File: src/rtl/mem_port_arbiter_if.sv
// rtl/mem_port_arbiter_if.sv - bus bundle between the IF/MEM stages, the arbiter and the backing memory
//
// Purpose: groups every handshake/data signal of mem_port_arbiter so the arbiter,
//          the pipeline and the memory model share one connection object.
// Signals:
//   if_req/if_addr            fetch request from IF stage (held until if_done)
//   if_rdata/if_done/if_stall fetch response and stall back to IF stage
//   dm_req/dm_we/dm_addr/dm_wdata  load/store request from MEM stage (held until dm_done)
//   dm_rdata/dm_done/dm_stall load data, completion and stall back to MEM stage
//   mem_req/mem_we/mem_addr/mem_wdata  request toward the backing memory
//   mem_rdata/mem_ack         backing-memory response
//   busy                      arbiter FSM not idle
// Modports:
//   slave  - the arbiter side
//   master - the surrounding pipeline + memory side
interface mem_port_arbiter_if #(
  parameter int ADDR_W = 64,
  parameter int DATA_W = 64
);
  logic              if_req;
  logic [ADDR_W-1:0] if_addr;
  logic [31:0]       if_rdata;
  logic              if_done;
  logic              if_stall;

  logic              dm_req;
  logic              dm_we;
  logic [ADDR_W-1:0] dm_addr;
  logic [DATA_W-1:0] dm_wdata;
  logic [DATA_W-1:0] dm_rdata;
  logic              dm_done;
  logic              dm_stall;

  logic              mem_req;
  logic              mem_we;
  logic [ADDR_W-1:0] mem_addr;
  logic [DATA_W-1:0] mem_wdata;
  logic [DATA_W-1:0] mem_rdata;
  logic              mem_ack;

  logic              busy;

  modport slave (
    input  if_req, if_addr,
    output if_rdata, if_done, if_stall,
    input  dm_req, dm_we, dm_addr, dm_wdata,
    output dm_rdata, dm_done, dm_stall,
    output mem_req, mem_we, mem_addr, mem_wdata,
    input  mem_rdata, mem_ack,
    output busy
  );

  modport master (
    output if_req, if_addr,
    input  if_rdata, if_done, if_stall,
    output dm_req, dm_we, dm_addr, dm_wdata,
    input  dm_rdata, dm_done, dm_stall,
    input  mem_req, mem_we, mem_addr, mem_wdata,
    output mem_rdata, mem_ack,
    input  busy
  );
endinterface

File: src/rtl/mem_port_arbiter.sv
// rtl/mem_port_arbiter.sv - shares one variable-latency memory port between IF fetch and MEM load/store
//
// Purpose: arbitrates the single backing-memory port between the fetch stage and the
//          data stage, runs each access through a req/ack handshake and returns the data
//          to the stage that owned the access. DM (older instruction) normally wins ties.
// Ports:
//   clock  in  rising-edge clock
//   reset  in  asynchronous, active-high
//   bus    slave modport of mem_port_arbiter_if (IF, DM and memory signals, busy)
// Optional feature:
//   ARB_STARVE_GUARD_EN - when defined, a 3-bit saturating counter of DM grants taken while
//   IF was waiting lets IF win a tie once it reaches STARVE_LIMIT. Undefined: strict DM priority.
// FSM: IDLE -> GNT_DM | GNT_IF -> RESP -> IDLE
module mem_port_arbiter #(
  parameter int ADDR_W = 64,
  parameter int DATA_W = 64
`ifdef ARB_STARVE_GUARD_EN
  , parameter int STARVE_LIMIT = 4
`endif
) (
  input  logic                 clock,
  input  logic                 reset,
  mem_port_arbiter_if.slave    bus
);

  typedef enum logic [1:0] {
    ST_IDLE   = 2'd0,
    ST_GNT_DM = 2'd1,
    ST_GNT_IF = 2'd2,
    ST_RESP   = 2'd3
  } state_t;

  state_t state_q, state_d;

  // Access context captured on the grant edge; requester inputs are not looked at again
  // until the next grant, so mid-access changes on the stage side have no effect.
  logic [ADDR_W-1:0] lat_addr_q;
  logic              lat_we_q;
  logic [DATA_W-1:0] lat_wdata_q;
  logic              lat_owner_if_q;

  logic [31:0]       if_rdata_q;
  logic [DATA_W-1:0] dm_rdata_q;

  logic grant_dm;
  logic grant_if;
  logic in_gnt;

  assign in_gnt = (state_q == ST_GNT_DM) || (state_q == ST_GNT_IF);

  // ---------------------------------------------------------------------------
  // Arbitration decision (only acted upon in IDLE)
  // ---------------------------------------------------------------------------
`ifdef ARB_STARVE_GUARD_EN
  logic [2:0] starve_cnt_q;
  logic       starve_hit;

  assign starve_hit = (32'(starve_cnt_q) >= STARVE_LIMIT);

  always_comb begin
    grant_if = bus.if_req & (~bus.dm_req | starve_hit);
    grant_dm = bus.dm_req & ~grant_if;
  end

  // Counts DM grants that made a waiting fetch wait longer; saturates rather than wrapping
  // so a long DM burst cannot accidentally reset IF's claim.
  always_ff @(posedge clock or posedge reset) begin
    if (reset) begin
      starve_cnt_q <= 3'd0;
    end else if (state_q == ST_IDLE) begin
      if (grant_if) begin
        starve_cnt_q <= 3'd0;
      end else if (grant_dm && bus.if_req && (starve_cnt_q != 3'd7)) begin
        starve_cnt_q <= starve_cnt_q + 3'd1;
      end
    end
  end
`else
  always_comb begin
    grant_dm = bus.dm_req;
    grant_if = bus.if_req & ~bus.dm_req;
  end
`endif

  // ---------------------------------------------------------------------------
  // FSM: state register
  // ---------------------------------------------------------------------------
  always_ff @(posedge clock or posedge reset) begin
    if (reset) begin
      state_q <= ST_IDLE;
    end else begin
      state_q <= state_d;
    end
  end

  // ---------------------------------------------------------------------------
  // FSM: next-state logic
  // ---------------------------------------------------------------------------
  always_comb begin
    state_d = state_q;
    case (state_q)
      ST_IDLE: begin
        if (grant_dm) begin
          state_d = ST_GNT_DM;
        end else if (grant_if) begin
          state_d = ST_GNT_IF;
        end
      end
      ST_GNT_DM, ST_GNT_IF: begin
        if (bus.mem_ack) begin
          state_d = ST_RESP;
        end
      end
      // RESP never arbitrates: the stage sees done this cycle and may drop its request
      // before the next IDLE evaluation.
      ST_RESP: state_d = ST_IDLE;
      default: state_d = ST_IDLE;
    endcase
  end

  // ---------------------------------------------------------------------------
  // FSM: outputs. mem_req is decoded from the state register, so an asynchronous
  // reset drops it in the same cycle without waiting for a clock edge.
  // ---------------------------------------------------------------------------
  always_comb begin
    bus.mem_req   = in_gnt;
    bus.mem_we    = in_gnt & lat_we_q;
    bus.mem_addr  = {lat_addr_q[ADDR_W-1:3], 3'b000};
    bus.mem_wdata = lat_wdata_q;
    bus.if_done   = (state_q == ST_RESP) &  lat_owner_if_q;
    bus.dm_done   = (state_q == ST_RESP) & ~lat_owner_if_q;
    bus.busy      = (state_q != ST_IDLE);
    bus.if_rdata  = if_rdata_q;
    bus.dm_rdata  = dm_rdata_q;
    bus.if_stall  = bus.if_req & ~bus.if_done;
    bus.dm_stall  = bus.dm_req & ~bus.dm_done;
  end

  // ---------------------------------------------------------------------------
  // Grant-edge capture of the winning request
  // ---------------------------------------------------------------------------
  always_ff @(posedge clock or posedge reset) begin
    if (reset) begin
      lat_addr_q     <= '0;
      lat_we_q       <= 1'b0;
      lat_wdata_q    <= '0;
      lat_owner_if_q <= 1'b0;
    end else if (state_q == ST_IDLE) begin
      if (grant_dm) begin
        lat_addr_q     <= bus.dm_addr;
        lat_we_q       <= bus.dm_we;
        lat_wdata_q    <= bus.dm_wdata;
        lat_owner_if_q <= 1'b0;
      end else if (grant_if) begin
        lat_addr_q     <= bus.if_addr;
        lat_we_q       <= 1'b0;
        lat_wdata_q    <= '0;
        lat_owner_if_q <= 1'b1;
      end
    end
  end

  // ---------------------------------------------------------------------------
  // Read-data capture in the ack cycle. Each owner's register keeps its value until
  // that owner's next completed read; stores leave dm_rdata untouched.
  // ---------------------------------------------------------------------------
  always_ff @(posedge clock or posedge reset) begin
    if (reset) begin
      if_rdata_q <= '0;
      dm_rdata_q <= '0;
    end else if (bus.mem_ack) begin
      if (state_q == ST_GNT_IF) begin
        // Instructions are 32 bits; address bit 2 picks the half of the doubleword.
        if_rdata_q <= lat_addr_q[2] ? bus.mem_rdata[DATA_W-1 -: 32] : bus.mem_rdata[31:0];
      end else if ((state_q == ST_GNT_DM) && !lat_we_q) begin
        dm_rdata_q <= bus.mem_rdata;
      end
    end
  end

  // Byte-offset bits below the half-word select carry no meaning for a doubleword port.
  logic unused_addr_bits;
  assign unused_addr_bits = ^lat_addr_q[1:0];

endmodule

File: src/flat_wrapper.sv
// flat-port wrapper written by rule: the top's interface ports become plain ports
module mem_port_arbiter_flat 
#(
  parameter int ADDR_W = 64,
  parameter int DATA_W = 64

)
  (clock, reset, bus_if_req, bus_if_addr, bus_if_rdata, bus_if_done, bus_if_stall, bus_dm_req, bus_dm_we, bus_dm_addr, bus_dm_wdata, bus_dm_rdata, bus_dm_done, bus_dm_stall, bus_mem_req, bus_mem_we, bus_mem_addr, bus_mem_wdata, bus_mem_rdata, bus_mem_ack, bus_busy);
  mem_port_arbiter_if #(.ADDR_W(ADDR_W), .DATA_W(DATA_W)) bus_i ();
  input  logic clock;
  input  logic reset;
  input wire logic [$bits(bus_i.if_req)-1:0] bus_if_req;
  input wire logic [$bits(bus_i.if_addr)-1:0] bus_if_addr;
  output wire logic [$bits(bus_i.if_rdata)-1:0] bus_if_rdata;
  output wire logic [$bits(bus_i.if_done)-1:0] bus_if_done;
  output wire logic [$bits(bus_i.if_stall)-1:0] bus_if_stall;
  input wire logic [$bits(bus_i.dm_req)-1:0] bus_dm_req;
  input wire logic [$bits(bus_i.dm_we)-1:0] bus_dm_we;
  input wire logic [$bits(bus_i.dm_addr)-1:0] bus_dm_addr;
  input wire logic [$bits(bus_i.dm_wdata)-1:0] bus_dm_wdata;
  output wire logic [$bits(bus_i.dm_rdata)-1:0] bus_dm_rdata;
  output wire logic [$bits(bus_i.dm_done)-1:0] bus_dm_done;
  output wire logic [$bits(bus_i.dm_stall)-1:0] bus_dm_stall;
  output wire logic [$bits(bus_i.mem_req)-1:0] bus_mem_req;
  output wire logic [$bits(bus_i.mem_we)-1:0] bus_mem_we;
  output wire logic [$bits(bus_i.mem_addr)-1:0] bus_mem_addr;
  output wire logic [$bits(bus_i.mem_wdata)-1:0] bus_mem_wdata;
  input wire logic [$bits(bus_i.mem_rdata)-1:0] bus_mem_rdata;
  input wire logic [$bits(bus_i.mem_ack)-1:0] bus_mem_ack;
  output wire logic [$bits(bus_i.busy)-1:0] bus_busy;
  assign bus_i.if_req = bus_if_req;
  assign bus_i.if_addr = bus_if_addr;
  assign bus_if_rdata = bus_i.if_rdata;
  assign bus_if_done = bus_i.if_done;
  assign bus_if_stall = bus_i.if_stall;
  assign bus_i.dm_req = bus_dm_req;
  assign bus_i.dm_we = bus_dm_we;
  assign bus_i.dm_addr = bus_dm_addr;
  assign bus_i.dm_wdata = bus_dm_wdata;
  assign bus_dm_rdata = bus_i.dm_rdata;
  assign bus_dm_done = bus_i.dm_done;
  assign bus_dm_stall = bus_i.dm_stall;
  assign bus_mem_req = bus_i.mem_req;
  assign bus_mem_we = bus_i.mem_we;
  assign bus_mem_addr = bus_i.mem_addr;
  assign bus_mem_wdata = bus_i.mem_wdata;
  assign bus_i.mem_rdata = bus_mem_rdata;
  assign bus_i.mem_ack = bus_mem_ack;
  assign bus_busy = bus_i.busy;
  mem_port_arbiter #(.ADDR_W(ADDR_W), .DATA_W(DATA_W)) u_core (.clock(clock), .reset(reset), .bus(bus_i));
endmodule
File: config.mk
export PLATFORM = sky130hd
export DESIGN_NAME = mem_port_arbiter_flat
export DESIGN_NICKNAME = d
export VERILOG_FILES = /design/src/rtl/mem_port_arbiter_if.sv /design/src/rtl/mem_port_arbiter.sv /design/src/flat_wrapper.sv
export SDC_FILE = /design/constraint.sdc
export NUM_CORES = 1
export LEC_CHECK = 0
export ABC_AREA = 1
export BUFFER_PORTS_ARGS = -buffer_cell sky130_fd_sc_hd__buf_2
export CORE_AREA = 2 2 189 191
export CTS_BUF_LIST = sky130_fd_sc_hd__clkbuf_2 sky130_fd_sc_hd__clkbuf_4 sky130_fd_sc_hd__clkbuf_8
export DETAILED_ROUTE_END_ITERATION = 8
export DIE_AREA = 0 0 191 193
export HOLD_SLACK_MARGIN = 0.08
export MAX_ROUTING_LAYER = met4
export PLACE_DENSITY_LB_ADDON = 0.2
export SKIP_CTS_REPAIR_TIMING = 1
export SLEW_MARGIN = 20
export SYNTH_ARGS = -nofsm -noshare
export SYNTH_HDL_FRONTEND = slang
export SYNTH_SLANG_ARGS = --single-unit
export TNS_END_PERCENT = 50
File: constraint.sdc
create_clock -name clock -period 8.92 [get_ports clock]
set_input_delay 1.784 -clock clock [delete_from_list [all_inputs] [get_ports clock]]
set_output_delay 1.784 -clock clock [all_outputs]
set_load 0.02 [all_outputs]
After elaboration in Yosys (flattened, before gate mapping)

Cells that the tools add are included.

Bits in registers: 228
Word-level logic and storage cells: 47

Equality and inequality tests: 5
Multiplexer cells: 13
Bitwise gates (word level): 11
Reduce and logical (&&, ||, !) cells: 11

Operators with widths:

| cell                                                | number |
|---|---|
| 2-to-1 mux 64 bit                                   | 4 |
| 2-to-1 mux 32 bit                                   | 1 |
| bitwise AND 1 bit                                   | 6 |
| 2-to-1 mux 2 bit                                    | 3 |
| one-hot mux 2 bit (3 select lines)                  | 1 |
| AND reduction 2 bit                                 | 3 |
| inverter 1 bit                                      | 5 |
| equality test 2 bit, second input constant          | 2 |
| 2-to-1 mux 1 bit                                    | 4 |
| nonzero test 2 bit                                  | 2 |
| != test 3 x 2 -> 1 bit, second input constant       | 1 |
| AND reduction 3 bit                                 | 1 |
| equality test 2 x 1 -> 1 bit, second input constant | 1 |
| logical NOT 2 bit                                   | 1 |
| != test 2 bit, second input constant                | 1 |
| OR reduction 2 bit                                  | 1 |
| logical AND 1 bit                                   | 1 |
| logical NOT 1 bit                                   | 1 |
| logical OR 1 bit                                    | 1 |

Logic depth before layout (Yosys ltp)

Depth after elaboration: 5
Mapped depth: 9
Mapped depth without buffers: 7

Worst setup path before layout

OpenSTA, ideal clock, no wires.

Path type: input to output
Start: input bus_dm_req
End: output bus_dm_stall
Data arrival time: 2490 ps
Path slack: 4646 ps
Stages: 4
Path buffers: 2
Cell sequence: buf_2 -> inv_2 -> buf_2 -> nor2_1

Cells in the longest elaborated chain, start to end: 1

Ends and longest elaborated chain:

| item              | RTL line                | RTL |
|---|---|---|
| start, declared   | flat_wrapper.sv:17      | `input wire logic [$bits(bus_i.dm_req)-1:0] bus_dm_req;` |
| bitwise AND 1 bit | mem_port_arbiter.sv:136 | `bus.dm_stall = bus.dm_req & ~bus.dm_done;` |
| end, declared     | flat_wrapper.sv:23      | `output wire logic [$bits(bus_i.dm_stall)-1:0] bus_dm_stall;` |

No other way between the ends.

Final worst setup path

Ends and elaborated chain as after synthesis.

==> impl_metrics.env <==
export IMPL_die_w_um=191
export IMPL_max_freq_mhz=222
export IMPL_synth_cell_type_count=19
export IMPL_highest_layer="met4"
export IMPL_synthCells=1295
export IMPL_cts_sinks=226
export IMPL_irDropWorstVdd_mv=0.140
export IMPL_syn_to_final_growth_pct=30.6
export IMPL_grt_ovfl_total=0
export IMPL_period_share_pct=50.5
export IMPL_critPathCaptureType="output pin"
export IMPL_drtIter0Drc=450
export IMPL_yosysSeqAreaShare_pct=55.3
export IMPL_hp_class="register to register"
export IMPL_outcome="finished clean"
export IMPL_path_buf_inv=4
export IMPL_antenna_found_initial=4
export IMPL_ys_seq_elements=226
export IMPL_wl_met2_um=15800
export IMPL_clockBufferDepth=3
export IMPL_num_vias=9338
export IMPL_max_cap_violations=0
export IMPL_grt_pass1_wl_um=50200
export IMPL_ys_warnings_count=0
export IMPL_p_per_area_nw_per_um2=363
export IMPL_htree_levels=2
export IMPL_finalSetupViolations=0
export IMPL_rsz0062_at_grt="false"
export IMPL_grtUsageTotal_pct=18.0
export IMPL_final_common_cell="nand2_1"
export IMPL_p_leak_nw=8.09
export IMPL_cts_buffers_inserted=41
export IMPL_dr_pass1_iters=4
export IMPL_final_net_count=1972
export IMPL_grt_max_degree=97
export IMPL_die_area_um2=36900
export IMPL_root_buffer="clkbuf_8"
export IMPL_worstSetupStartpointType="input pin"
export IMPL_first_global_vias=8996
export IMPL_worstHoldPathCells=2
export IMPL_synth_async_reset_ratio_pct=100
export IMPL_finalWirelength_um=33400
export IMPL_drc_errors=0
export IMPL_final_antenna_net_count=0
export IMPL_worst_pin_slew_ns=0.964
export IMPL_min_from="u_core.bus.mem_wdata[17]$_DFFE_PP0P_"
export IMPL_min_to="u_core.bus.mem_wdata[17]$_DFFE_PP0P_"
export IMPL_hold_viol_final=0
export IMPL_wl_met3_um=2620
export IMPL_cts_tree="built"
export IMPL_worstSetupPathType="input pin to output pin"
export IMPL_insertion_delay_ns=0.54
export IMPL_hpwl_um=23700
export IMPL_rr_startpoint="u_core.state_q[0]$_DFFE_PP0P_"
export IMPL_fin_skew_ns=0.0133
export IMPL_crit_chain="buf_2 > buf_4 > inv_2 > nor2_1 > buf_2"
export IMPL_yosys_top_cells_area="dfrtp_1 55%, nand2_1 28%, buf_4 4.7%, o211ai_1 2.3%, nand3_1 1.7%"
export IMPL_reg2reg_slack_ns=6.52
export IMPL_cp_max_fo=66
export IMPL_finalSetupTns_ns=0
export IMPL_ys_flop_type="dfrtp_1"
export IMPL_slew_headroom_pct=35.8
export IMPL_ios=493
export IMPL_cp_required_ns=7.14
export IMPL_slowest_stage="buf_4"
export IMPL_drive_above_1_share_pct=33.1
export IMPL_crit_top_cell="buf_2"
export IMPL_postSynthAreaPerCell_um2=7.90
export IMPL_syn_area_um2=10200
export IMPL_clkTransAtPathRegs_ns=0.05
export IMPL_worstPathArrival_ns=2.72
export IMPL_synth_edf_count=0
export IMPL_cpPeakStageDelay_ns=0.50
export IMPL_reg2reg_to="u_core.bus.mem_wdata[31]$_DFFE_PP0P_"
export IMPL_yosys_area_top_type="dfrtp_1"
export IMPL_place_area_um2=12500
export IMPL_synth_top_area_share_pct=55.3
export IMPL_start_util_pct=29.3
export IMPL_vias_per_cell=4.25
export IMPL_design_area_um2=13400
export IMPL_numPortBuffers=485
export IMPL_final_cell_mix="777 x nand2_1, 485 x buf_2, 225 x dfrtp_1, 50 x clkbuf_8, 42 x inv_1"
export IMPL_crit_family="buffers and inverters"
export IMPL_routabilityCongestion=0.811
export IMPL_wl_per_cell_um=15.2
export IMPL_core_region_area_um2=35000
export IMPL_final_max_slew_viol_count=0
export IMPL_wl_met1_um=14300
export IMPL_rr_worst_depth=8
export IMPL_fp_row_count=69
export IMPL_die_h_um=193
export IMPL_layout_min_cycle_time_ns=4.50
## power by group
part           internal, mW  switching (mW)
Combinational         0.637            1.51
Sequential             1.48           0.232
Clock                 0.560           0.424
Total                  2.68            2.17
## cell type report
type | instances | area, um^2
tap | 461 | 577
sequential | 226 | 5660
fill | 3746 | 21600
timing repair buffer | 497 | 2520
antenna | 4 | 10.0
multi-input combinational | 892 | 3600
clock buffer | 64 | 793
clock inverter | 4 | 22.5
inverter | 47 | 186
## worst max path at each step
stage | cells past startpoint | from | to | slack (ns)
after floorplan | 1 | reset | u_core.bus.dm_rdata[0]$_DFFE_PP0P_ | 0.94
after global placement | 5 | bus_dm_req | bus_dm_stall | 4.42
after detailed placement | 5 | bus_dm_req | bus_dm_stall | 4.39
after CTS | 5 | bus_dm_req | bus_dm_stall | 4.39
after global routing | 5 | bus_dm_req | bus_dm_stall | 4.30
final | 5 | bus_dm_req | bus_dm_stall | 4.42
## routing by layer
metal  up-vias  global-route usage, %
met1      4212                   22.9
met3        50                   4.40
met4         0                   5.40
met2       370                   28.5
met5         -                      -
li1       4706                      -
## sequential cells by signal, summed over array words and instances, names as in the netlist
signal,flops
u_core.bus.dm_rdata,64
u_core.lat_we_q,1
u_core.lat_addr_q,62
u_core.bus.mem_wdata,64
u_core.lat_owner_if_q,1
u_core.bus.if_rdata,32
u_core.state_q,2
## cells by family (layout without fill, tap and decap cells)
kind of cell | after synthesis | after routing | share of synthesized area, %
buffers and inverters | 179 | 612 | 9.59
AO/OA/AOI/OAI | 64 | 64 | 3.89
flip-flops | 226 | 226 | 55.3
other | 1 | 7 | 0.0366
adder cells (fa/ha/maj) | 5 | 5 | 0.611
AND/OR/NAND/NOR | 820 | 820 | 30.6
## worst register-to-register path: cells and delay by family (launching register included)
family                   cells  cell delay [ns]
buffers and inverters        4             1.31
flip-flops                   1             0.41
AND/OR/NAND/NOR              3             0.38
adder cells (fa/ha/maj)      1             0.24
## synth_stat cells (5+ instances only)
library cell / number
nand2_1: 777
dfrtp_1: 226
buf_4: 64
inv_1: 44
nand3_1: 34
buf_2: 31
o211ai_1: 31
o21ai_0: 29
clkbuf_1: 28
nor2_1: 6
buf_1: 5
ha_1: 5
## stage by stage
stage	worst slack, ns	cells	hold WS (ns)	power (mW)	util [%]
6_report	4.42	2195	0.460	4.85	38.2
5_1_grt	4.30	2195	0.484	5.22	38.2
4_1_cts	4.39	2191	0.467	4.93	38.2
3_5_place_dp	4.39	2123	0.453	3.92	35.9
3_3_place_gp	4.42	2123	0.449	3.89	35.9
2_1_floorplan	0.945	1297	0.443	3.26	-
Note: power is estimated with default switching activity, not from simulation.
